===== src/rtl/mul_add_arbiter.sv =====
// Round-robin front end for a shared multiply-add unit. Each requester gets
// at most one operation outstanding; its result is parked in a per-requester
// response register until the requester takes it.
module mul_add_arbiter #(
   parameter int N_REQ   = 4,
   parameter int LATENCY = 2
) (
   input  logic                 CLK,
   input  logic                 resetn,
   input  logic                 en,
   input  logic [N_REQ-1:0]     req_valid,
   output logic [N_REQ-1:0]     req_ready,
   input  logic [8*N_REQ-1:0]   req_a,
   input  logic [8*N_REQ-1:0]   req_b,
   input  logic [7*N_REQ-1:0]   req_c,
   input  logic [N_REQ-1:0]     req_signed,
   output logic [7:0]           mac_a,
   output logic [7:0]           mac_b,
   output logic [6:0]           mac_c,
   output logic                 mac_signed,
   output logic                 mac_valid,
   input  logic [19:0]          mac_result,
   output logic [N_REQ-1:0]     rsp_valid,
   output logic [20*N_REQ-1:0]  rsp_data,
   input  logic [N_REQ-1:0]     rsp_ready
);

   localparam int IW = $clog2(N_REQ);

   typedef struct packed {
      logic [7:0] a;
      logic [7:0] b;
      logic [6:0] c;
      logic       s;
   } op_t;

   logic [N_REQ-1:0][7:0]  a_arr, b_arr;
   logic [N_REQ-1:0][6:0]  c_arr;

   op_t                    op_q, op_d;
   logic [N_REQ-1:0]       busy_q, busy_d, elig, gnt, hs;
   logic [IW-1:0]          rr_ptr_q, rr_ptr_d, gnt_idx;
   logic [IW:0]            cand;
   logic                   gnt_any;

   // vld_pipe_q[0] is the issue stage (drives mac_valid); stage LATENCY lines
   // up with mac_result from the unit.
   logic [LATENCY:0]           vld_pipe_q;
   logic [LATENCY:0][IW-1:0]   idx_pipe_q;

   logic [N_REQ-1:0]          rsp_valid_q, rsp_valid_d;
   logic [N_REQ-1:0][19:0]    rsp_data_q, rsp_data_d;

   assign a_arr = req_a;
   assign b_arr = req_b;
   assign c_arr = req_c;

   // busy is purely registered; reset also masks eligibility so req_ready is
   // low for the whole time resetn is asserted.
   assign elig = {N_REQ{en & resetn}} & req_valid & ~busy_q;
   assign hs   = rsp_valid_q & rsp_ready;

   // Round-robin search starting at rr_ptr_q; first eligible requester wins.
   always_comb begin
      gnt     = '0;
      gnt_idx = '0;
      gnt_any = 1'b0;
      cand    = '0;
      for (int off = 0; off < N_REQ; off++) begin
         cand = {1'b0, rr_ptr_q} + (IW+1)'(off);
         if (cand >= (IW+1)'(N_REQ)) cand = cand - (IW+1)'(N_REQ);
         if (!gnt_any && elig[cand[IW-1:0]]) begin
            gnt_any = 1'b1;
            gnt_idx = cand[IW-1:0];
         end
      end
      if (gnt_any) gnt[gnt_idx] = 1'b1;
   end

   // Pointer advance, operand capture and busy tracking for the next edge.
   always_comb begin
      rr_ptr_d = rr_ptr_q;
      op_d     = op_q;
      if (gnt_any) begin
         rr_ptr_d = (gnt_idx == IW'(N_REQ-1)) ? '0 : gnt_idx + 1'b1;
         op_d     = '{a: a_arr[gnt_idx], b: b_arr[gnt_idx],
                      c: c_arr[gnt_idx], s: req_signed[gnt_idx]};
      end
      // grants only hit idle requesters and handshakes only busy ones
      busy_d = (busy_q | gnt) & ~hs;
   end

   // Result return: final tag stage steers mac_result into its requester slot.
   always_comb begin
      rsp_valid_d = rsp_valid_q & ~rsp_ready;
      rsp_data_d  = rsp_data_q;
      if (vld_pipe_q[LATENCY]) begin
         rsp_valid_d[idx_pipe_q[LATENCY]] = 1'b1;
         rsp_data_d[idx_pipe_q[LATENCY]]  = mac_result;
      end
   end

   // State registers; reset drops everything in flight.
   always_ff @(posedge CLK or negedge resetn) begin
      if (!resetn) begin
         rr_ptr_q    <= '0;
         op_q        <= '0;
         busy_q      <= '0;
         vld_pipe_q  <= '0;
         idx_pipe_q  <= '0;
         rsp_valid_q <= '0;
         rsp_data_q  <= '0;
      end else begin
         rr_ptr_q    <= rr_ptr_d;
         op_q        <= op_d;
         busy_q      <= busy_d;
         vld_pipe_q  <= {vld_pipe_q[LATENCY-1:0], gnt_any};
         idx_pipe_q  <= {idx_pipe_q[LATENCY-1:0], gnt_idx};
         rsp_valid_q <= rsp_valid_d;
         rsp_data_q  <= rsp_data_d;
      end
   end

   assign req_ready  = gnt;
   assign mac_a      = op_q.a;
   assign mac_b      = op_q.b;
   assign mac_c      = op_q.c;
   assign mac_signed = op_q.s;
   assign mac_valid  = vld_pipe_q[0];
   assign rsp_valid  = rsp_valid_q;
   assign rsp_data   = rsp_data_q;

endmodule


===== config.mk =====
export PLATFORM = sky130hd
export DESIGN_NAME = mul_add_arbiter
export DESIGN_NICKNAME = d
export VERILOG_FILES = /design/src/rtl/mul_add_arbiter.sv
export SDC_FILE = /design/constraint.sdc
export NUM_CORES = 1
export LEC_CHECK = 0
export ABC_AREA = 1
export CORE_MARGIN = 4
export CORE_UTILIZATION = 45
export CTS_BUF_LIST = sky130_fd_sc_hd__clkbuf_4 sky130_fd_sc_hd__clkbuf_8
export DETAILED_ROUTE_END_ITERATION = 8
export PLACE_DENSITY_LB_ADDON = 0.25
export SYNTH_ARGS = -nofsm -noshare
export SYNTH_HDL_FRONTEND = slang
export SYNTH_SLANG_ARGS = --single-unit

===== constraint.sdc =====
create_clock -name CLK -period 2.9 [get_ports CLK]
set_clock_uncertainty 0.1 [all_clocks]
set_input_delay 0.435 -clock CLK [delete_from_list [all_inputs] [get_ports CLK]]
set_output_delay 0.435 -clock CLK [all_outputs]
set_load 0.005 [all_outputs]

==> metrics, run 1 <==
synth top area cells=dfrtp_1 51%, nand2_1 15%, inv_1 8.3%, o21ai_0 7.0%, nand3_1 5.5%; clk slew on worst S/H paths=approximately 0.070 ns; area share of the largest cell type after synthesis=0.507; sequential share of the synthesized area=0.507; Detailed Route WL=18100 um; Die H=about 120 um; # IOs=240; first-pass GRT wire length=between 20000 and 30000 um; setup total negative slack=0 ns; Rows=between 40 and 50; period utilization=0.992; Final Hold Fails=0; Final setup viols=0; DIE AREA=~15000 um2; layout cell share with drive strength beyond 1=0.105; Clock Latency Late Sink=~0.42 ns; GP Congestion=around 0.91; max-slew violation count=0; CTS Root Cell=clkbuf_8; Mean Syn Cell Area=7.78 um2; Yosys Warn Count=0; Layout area overhead=53.7%; Pwr Density=roughly 1300 nW/um2; Reg2Reg Setup Slack=0.50 ns; Final HPWL DP=approximately 12000 um; CP endpoint kind=primary output; Via density=4.91; commonest non-fill, non-tap cells in the layout=236 x nand2_1, 232 x clkdlybuf4s50_1, 129 x inv_1, 123 x dfrtp_1, 85 x o21ai_0; # hold bufs at CTS=0; Worst Max-Slew Pin Slew=between 0.8 and 0.9 ns; routed len/inst=14.9 um; Initial Util=0.459; RSZ-0062 raised after global routing=true; crit path DAT=about 2.3 ns; Tmin final=2.88 ns; total track usage=0.230; DRT iter0 DRCs=between 300 and 400; worst rel slew slack=0.433; critical path launch point type=input pin; DRT antenna net count=0; Mapped Cells=781; class of the worst hold path=in2async; Vias=5952; synth unique cells=25; leakage=about 0.0047 uW; TritonCTS clock tree=built; commonest non-fill, non-tap cell in the layout=nand2_1; Residual DRC=0; Hold WS=about 0.08 ns; Final #Nets=approximately 1200; initial antenna violation count=0; CTS Buffer Depth=2; maximum vdd drop=about 940 uV; worst-path fanout max=4; die width=around 120 um; critical path type=in2out; fmax=348 MHz; largest net degree at the start of global routing=77; core area=13200 um2; H-Tree Level Count=4; status=complete, no violations; remaining global-route overflow=0; # diodes=0; most area-hungry cell type in the Yosys netlist=dfrtp_1; Yosys reg bits=roughly 120; Num CTS Buffers=17; drt pass-1 iters=5; Mapped Nets=between 900 and 1000; Clock Sinks=123; vias in the first global route=approximately 5600; number of max-cap violations=0; Worst Path Required=2.37 ns; PortBufs=roughly 240; mapped cell area=around 6000 um2
## metal layers
metal  share of wire  up-vias  track usage
met1            0.41     2732        0.280
met3           0.086       24       0.0699
met2            0.49      261        0.391
met4           0.015        0       0.0698
met5               0        -            0
li1                -     2935            -
## synth_stat cells
master,number
inv_1,134
dfrtp_1,123
xor2_4,1
o21ai_4,1
nand2_1,242
xnor2_1,1
buf_2,16
buf_1,3
buf_6,5
inv_2,2
nand2_2,4
clkbuf_1,20
nand3_2,3
nand4_1,49
a21oi_1,5
ha_1,4
nor2_2,1
nand4_4,1
nand3_1,67
o21ai_0,85
buf_4,3
inv_4,1
nor2_4,1
nor2_1,8
a22o_1,1
## state kept, by name, indices dropped and copies added (netlist names), 2 cells and up
name	flops
vld_pipe_q	3
busy_q	4
rr_ptr_q	2
mac_a	8
rsp_data	80
mac_c	7
rsp_valid	4
idx_pipe_q	6
mac_b	8
## per-stage QoR
step / cell area, um2 / util / setup WS (ns) / std cells / power (uW)
floorplan: 6080 / - / 0.586 / 781 / 6930
global placement: 8650 / 0.653 / -0.265 / 1173 / 9760
detailed placement: 8650 / 0.653 / -0.342 / 1173 / 9950
CTS: 9190 / 0.694 / 0.00339 / 1206 / 11800
global route: 9340 / 0.705 / -0.104 / 1211 / 13100
finish: 9340 / 0.705 / 0.0237 / 1211 / 12000
## cell type report
type / instances / area [um2]
Clock buffer: 20 / 269
Clock inverter: 12 / 186
Fill cell: 1081 / 3900
Inverter: 137 / 532
Multi-Input combinational cell: 474 / 2400
Sequential cell: 123 / 3080
Tap cell: 176 / 220
Timing Repair Buffer: 269 / 2650
## worst max-delay path: stages
cell	delay [ns]
clkdlybuf4s50_1	0.48
inv_2	0.05
nor2_4	0.15
nand3_2	0.12
nand2_2	0.11
nand2_1	0.06
nand2_1	0.08
nand2_2	0.08
nand2_2	0.07
nand2_2	0.08
nand3_4	0.11
inv_2	0.06
ha_1	0.21
nand2_1	0.11
inv_2	0.04
clkbuf_2	0.10
## final timing paths
path / startpoint / endpoint / cells past startpoint
min: resetn / rsp_data[12] / 2
min in group CLK: idx_pipe_q[1] / idx_pipe_q[3] / 0
min reg2reg: idx_pipe_q[1] / idx_pipe_q[3] / 0
max reg2reg: rr_ptr_q[0] / mac_c[6] / 15
max: req_valid[2] / req_ready[1] / 16
max in group asynchronous: resetn / mac_b[6] / 3
## power breakdown
part           internal, uW  switching [uW]  total, uW
Clock                  1000             707       1710
Combinational          3280            3870       7140
Sequential             2650             509       3160
## what timing repair did
action | in CTS | in global routing
pin swaps | 6 | 20
endpoints found under the setup margin | 4 | 4
resized for setup | 28 | 36
setup buffers | 1 | 5
## logic make-up after synthesis
group	synth area share
AOI/OAI and AO/OA	0.0783
and+or+nand+nor	0.276
buffers and inverters	0.125
adders and majority gates	0.00824
DFF	0.507
xor gates and xnor gates	0.00597
Note: power is estimated with default switching activity, not from simulation.
==> run 2: changes to the inputs <==
--- a/config.mk
+++ b/config.mk
@@ -6,8 +6,9 @@
 export NUM_CORES = 1
 export LEC_CHECK = 0
 export ABC_AREA = 1
+export CAP_MARGIN = 20
 export CORE_MARGIN = 4
-export CORE_UTILIZATION = 45
+export CORE_UTILIZATION = 30
 export CTS_BUF_LIST = sky130_fd_sc_hd__clkbuf_4 sky130_fd_sc_hd__clkbuf_8
 export DETAILED_ROUTE_END_ITERATION = 8
 export PLACE_DENSITY_LB_ADDON = 0.25
==> metrics, run 2 (synthesized netlist as in run 1, its figures left out) <==
Clock Sinks=around 120; clock share of power=0.139; Layout fillers=between 1500 and 2000; Layout area overhead=55.4%; number of max-cap violations=0; GP Congestion=roughly 0.8; RSZ-0062 raised after global routing=true; DIE AREA=22600 um2; Die H=roughly 150 um; Cell Int Power=6750 uW; first-pass GRT wire length=just under 30000 um; critical path launch point type=input pin; Final Hold Fails=0; Vias=about 5800; critical path type=in2out; Residual DRC=0; Final #Nets=between 1000 and 1500; Design Power=around 12000 uW; Tmin final=around 2.8 ns; Combinational Power Share=0.596; Setup WS post-layout=0.0772 ns; vias in the first global route=about 5600; Via density=4.47; switching share of power=0.427; class of the worst hold path=in2async; Pwr Density=1250 nW/um2; DRT antenna net count=0; PortBufs=about 240; total track usage=0.163; CP endpoint kind=primary output; H-Tree Level Count=4; maximum vdd drop=about 840 uV; Net Sw Power=just over 5000 uW; status=complete, no violations; die width=between 150 and 200 um; Rows=between 50 and 60; routed len/inst=14.3 um; worst rel slew slack=0.421; crit path DAT=roughly 2.3 ns; DRT iter0 DRCs=~220; Final HPWL DP=approximately 13000 um; Worst Path Required=~2.4 ns; commonest non-fill, non-tap cell in the layout=nand2_1; CTS Buffer Depth=2; Num CTS Buffers=17; core area=a little under 20000 um2; CTS Root Cell=clkbuf_8; max reg flops=80; drt pass-1 iters=4; sequential share of power=0.265; Worst Max-Slew Pin Slew=0.869 ns; worst-path fanout max=8; initial antenna violation count=0; Detailed Route WL=~19000 um; leakage=roughly 0.0047 uW; fmax=354 MHz; commonest non-fill, non-tap cells in the layout=236 x nand2_1, 234 x clkdlybuf4s50_1, 132 x inv_1, 122 x dfrtp_1, 85 x o21ai_0; Final setup viols=0; TritonCTS clock tree=built; period utilization=0.973; Clock Latency Late Sink=0.43 ns; largest net degree at the start of global routing=77; remaining global-route overflow=0; Post-Place Worst Slack=-0.299 ns; max-slew violation count=0; Initial Util=0.308; Design Area, Final=between 9000 and 10000 um2; placed cell area=about 8700 um2; layout cell share with drive strength beyond 1=0.104; # diodes=0; clk slew on worst S/H paths=about 0.080 ns; # IOs=240
[run 2: timing repair]
item / CTS / global route
pin swaps: 11 / 18
setup endpoints to repair: 4 / 4
resized for setup: 44 / 19
hold buffers: 0 / 0
buffers inserted: 4 / 3
[run 2: cell type report]
class / count / area, um2 / share of cell area
clock buffers: 20 / 269 / 0.0285
well taps: 265 / 332 / 0.0351
inverters: 137 / 529 / 0.0561
clock inverters: 12 / 165 / 0.0175
multi-input cells: 474 / 2440 / 0.259
flip-flops and latches: 123 / 3080 / 0.326
repair buffers: 269 / 2620 / 0.278
[run 2: worst max-delay path, stage by stage]
cell and delay [ns]:
clkdlybuf4s50_1 0.47, nand2_2 0.10, inv_8 0.13, nand3_4 0.13, nand2_4 0.10, nand2_1 0.07, nand2_2 0.09, nand2_4 0.05
nand3_2 0.09, nand3_4 0.09, buf_6 0.13, ha_1 0.18, nand2_1 0.06, inv_1 0.05, clkbuf_2 0.10
[run 2: per-stage QoR]
| stage | TNS [ns] | util | std cells | hold WS, ns |
|---|---|---|---|---|
| 6_report | 0 | 0.479 | 1300 | 0.0935 |
| 3_5_place_dp | -1.18 | 0.444 | 1261 | 0.235 |
| 2_1_floorplan | 0 | - | 781 | 0.0394 |
| 4_1_cts | 0 | 0.476 | 1297 | 0.0922 |
| 5_1_grt | -0.102 | 0.479 | 1300 | 0.137 |
| 3_3_place_gp | -1.05 | 0.444 | 1261 | 0.232 |
[run 2: metal layers]
metal	global-route usage	vias up	wire, um
met5	0	-	0
met4	0.0467	0	231
met1	0.208	2645	8180
met3	0.0620	17	1810
met2	0.259	203	8370
li1	-	2946	-
[run 2: power by group through the flow]
stage          sequential [uW]  combinational, uW  clock [uW]
2_1_floorplan             3160               3770           0
3_3_place_gp              3120               6830           0
3_5_place_dp              3140               6920           0
4_1_cts                   3140               7070        1700
5_1_grt                   3230               7930        1780
6_report                  3130               7030        1630
[run 2: worst paths after layout]
kind                          startpoint            end  slack [ns]  depth (start not counted)
setup reg to reg             rr_ptr_q[0]       mac_a[5]        0.40                         15
hold / removal                    resetn   rsp_data[10]        0.09                          2
setup / recovery                      en   req_ready[0]        0.08                         15
hold reg to reg            idx_pipe_q[2]  idx_pipe_q[4]        0.25                          0
max in group asynchronous         resetn   rsp_data[32]        1.25                          3
min in group CLK           idx_pipe_q[2]  idx_pipe_q[4]        0.25                          0
==> run 3: changes to the inputs <==
==> constraint.sdc (replaced) <==
create_clock -name CLK -period 3.5 [get_ports CLK]
set_clock_uncertainty 0.1 [all_clocks]
set_input_delay 0.525 -clock CLK [delete_from_list [all_inputs] [get_ports CLK]]
set_output_delay 0.525 -clock CLK [all_outputs]
set_load 0.005 [all_outputs]
==> metrics, run 3 (synthesized netlist as in run 1, its figures left out) <==
commonest non-fill, non-tap cells in the layout=242 x nand2_1, 238 x clkdlybuf4s50_1, 133 x inv_1, 121 x dfrtp_1, 85 x o21ai_0; leakage=0.00453 uW; Layout area overhead=49.2%; class of the worst hold path=in2async; routed len/inst=around 14 um; # diodes=0; R2R Path Start=rr_ptr_q[0]; Num CTS Buffers=17; Clock Latency Late Sink=approximately 0.44 ns; Final #Nets=between 1000 and 1500; max reg flops=80; GP Congestion=just under 0.8; first-pass GRT wire length=28900 um; PortBufs=~240; Design Area, Final=approximately 9100 um2; Detailed Route WL=18400 um; maximum vdd drop=around 770 uV; Hold WS=approximately 0.19 ns; largest net degree at the start of global routing=77; crit path DAT=2.73 ns; Largest stage delay, worst path=approximately 0.50 ns; drt pass-1 iters=5; DRT iter0 DRCs=a little over 200; die width=150 um; max-slew violation count=0; Die H=150 um; remaining global-route overflow=0; Layout fillers=about 2000; placed cell area=8690 um2; R2R Path End=mac_a[5]; DRT antenna net count=0; number of max-cap violations=0; period utilization=0.958; Residual DRC=0; worst rel slew slack=0.452; cells along the critical path=clkdlybuf4s50_1 > nand2_1 > inv_2 > nand3_1 > nand2_2 > o21ai_4 > nand3_1 > nor2_2 > nor2_4 > inv_2 > ha_1 > nand2_1 > inv_1 > clkdlybuf4s50_1; DIE AREA=22600 um2; H-Tree Level Count=4; critical path launch point type=input pin; Via density=~4.5; worst-path fanout max=8; Reg2Reg Setup Slack=approximately 0.95 ns; CTS Buffer Depth=2; Final setup viols=0; vias in the first global route=between 5000 and 6000; CTS Root Cell=clkbuf_8; status=complete, no violations; Initial Util=0.308; # IOs=240; FF-to-FF path depth=11; initial antenna violation count=0; Pwr Density=just over 1000 nW/um2; total track usage=0.163; critical path type=in2out; fmax=around 300 MHz; slowest cell on the critical path=clkdlybuf4s50_1; Final Hold Fails=0; Final HPWL DP=12800 um; core area=19700 um2; Rows=~50; clk slew on worst S/H paths=around 0.080 ns; Vias=5761; CP endpoint kind=primary output; Worst Path Required=about 2.9 ns; TritonCTS clock tree=built; Clock Sinks=roughly 120; Tmin final=between 3 and 4 ns; Post-CTS Setup Bufs=0; Worst Max-Slew Pin Slew=between 0.8 and 0.9 ns; commonest non-fill, non-tap cell in the layout=nand2_1; layout cell share with drive strength beyond 1=0.0704
==> run 3: metal layers <==
metal,track usage,share of wire,vias up
met1,0.206,0.45,2638
met2,0.260,0.45,197
met5,0,0,-
met3,0.0644,0.093,18
met4,0.0439,0.011,0
li1,-,-,2908
==> run 3: final cells by class <==
| class | count | area (um2) | share of cell area |
|---|---|---|---|
| Sequential cell | 123 | 3080 | 0.340 |
| Timing Repair Buffer | 257 | 2520 | 0.279 |
| Multi-Input combinational cell | 474 | 2250 | 0.248 |
| Inverter | 137 | 517 | 0.0570 |
| Tap cell | 265 | 332 | 0.0366 |
| Clock buffer | 18 | 248 | 0.0273 |
| Clock inverter | 14 | 113 | 0.0124 |
==> run 3: worst max path at each step <==
stage	start	endpoint	slack (ns)	cells past startpoint
4_1_cts	rr_ptr_q[0]	req_ready[2]	0.04	12
3_5_place_dp	req_valid[2]	req_ready[3]	0.07	15
2_1_floorplan	en	req_ready[1]	1.01	13
6_report	en	req_ready[2]	0.15	14
5_1_grt	req_valid[1]	req_ready[3]	-0.05	15
3_3_place_gp	req_valid[2]	req_ready[3]	0.12	15
==> run 3: what timing repair did <==
| item | 4_1_cts | 5_1_grt |
|---|---|---|
| gates resized for setup | 0 | 6 |
| hold buffers | 0 | 0 |
| setup endpoints to repair | 0 | 4 |
==> run 3: per-stage QoR <==
| stage | TNS (ns) | util | setup slack [ns] | std cells | power (uW) |
|---|---|---|---|---|---|
| 2_1_floorplan | 0 | - | 1.01 | 781 | 5740 |
| 3_3_place_gp | 0 | 0.441 | 0.118 | 1256 | 8120 |
| 3_5_place_dp | 0 | 0.441 | 0.0716 | 1256 | 8190 |
| 4_1_cts | 0 | 0.459 | 0.0436 | 1288 | 9380 |
| 5_1_grt | -0.108 | 0.460 | -0.0478 | 1288 | 10200 |
| 6_report | 0 | 0.460 | 0.146 | 1288 | 9240 |
==> run 3: critical path: cells and delay by family <==
kind | cells | cell delay, ns
AOI/OAI and AO/OA | 1 | 0.22
adders and majority gates | 1 | 0.14
buffers and inverters | 5 | 1.13
and+or+nand+nor | 7 | 0.71
==> run 3: report_power, final <==
group          switching, uW  internal, uW  total [uW]  leakage, uW
registers                417          2190        2610      0.00149
logic                   3010          2460        5480      0.00287
clock network            630           521        1150     0.000174
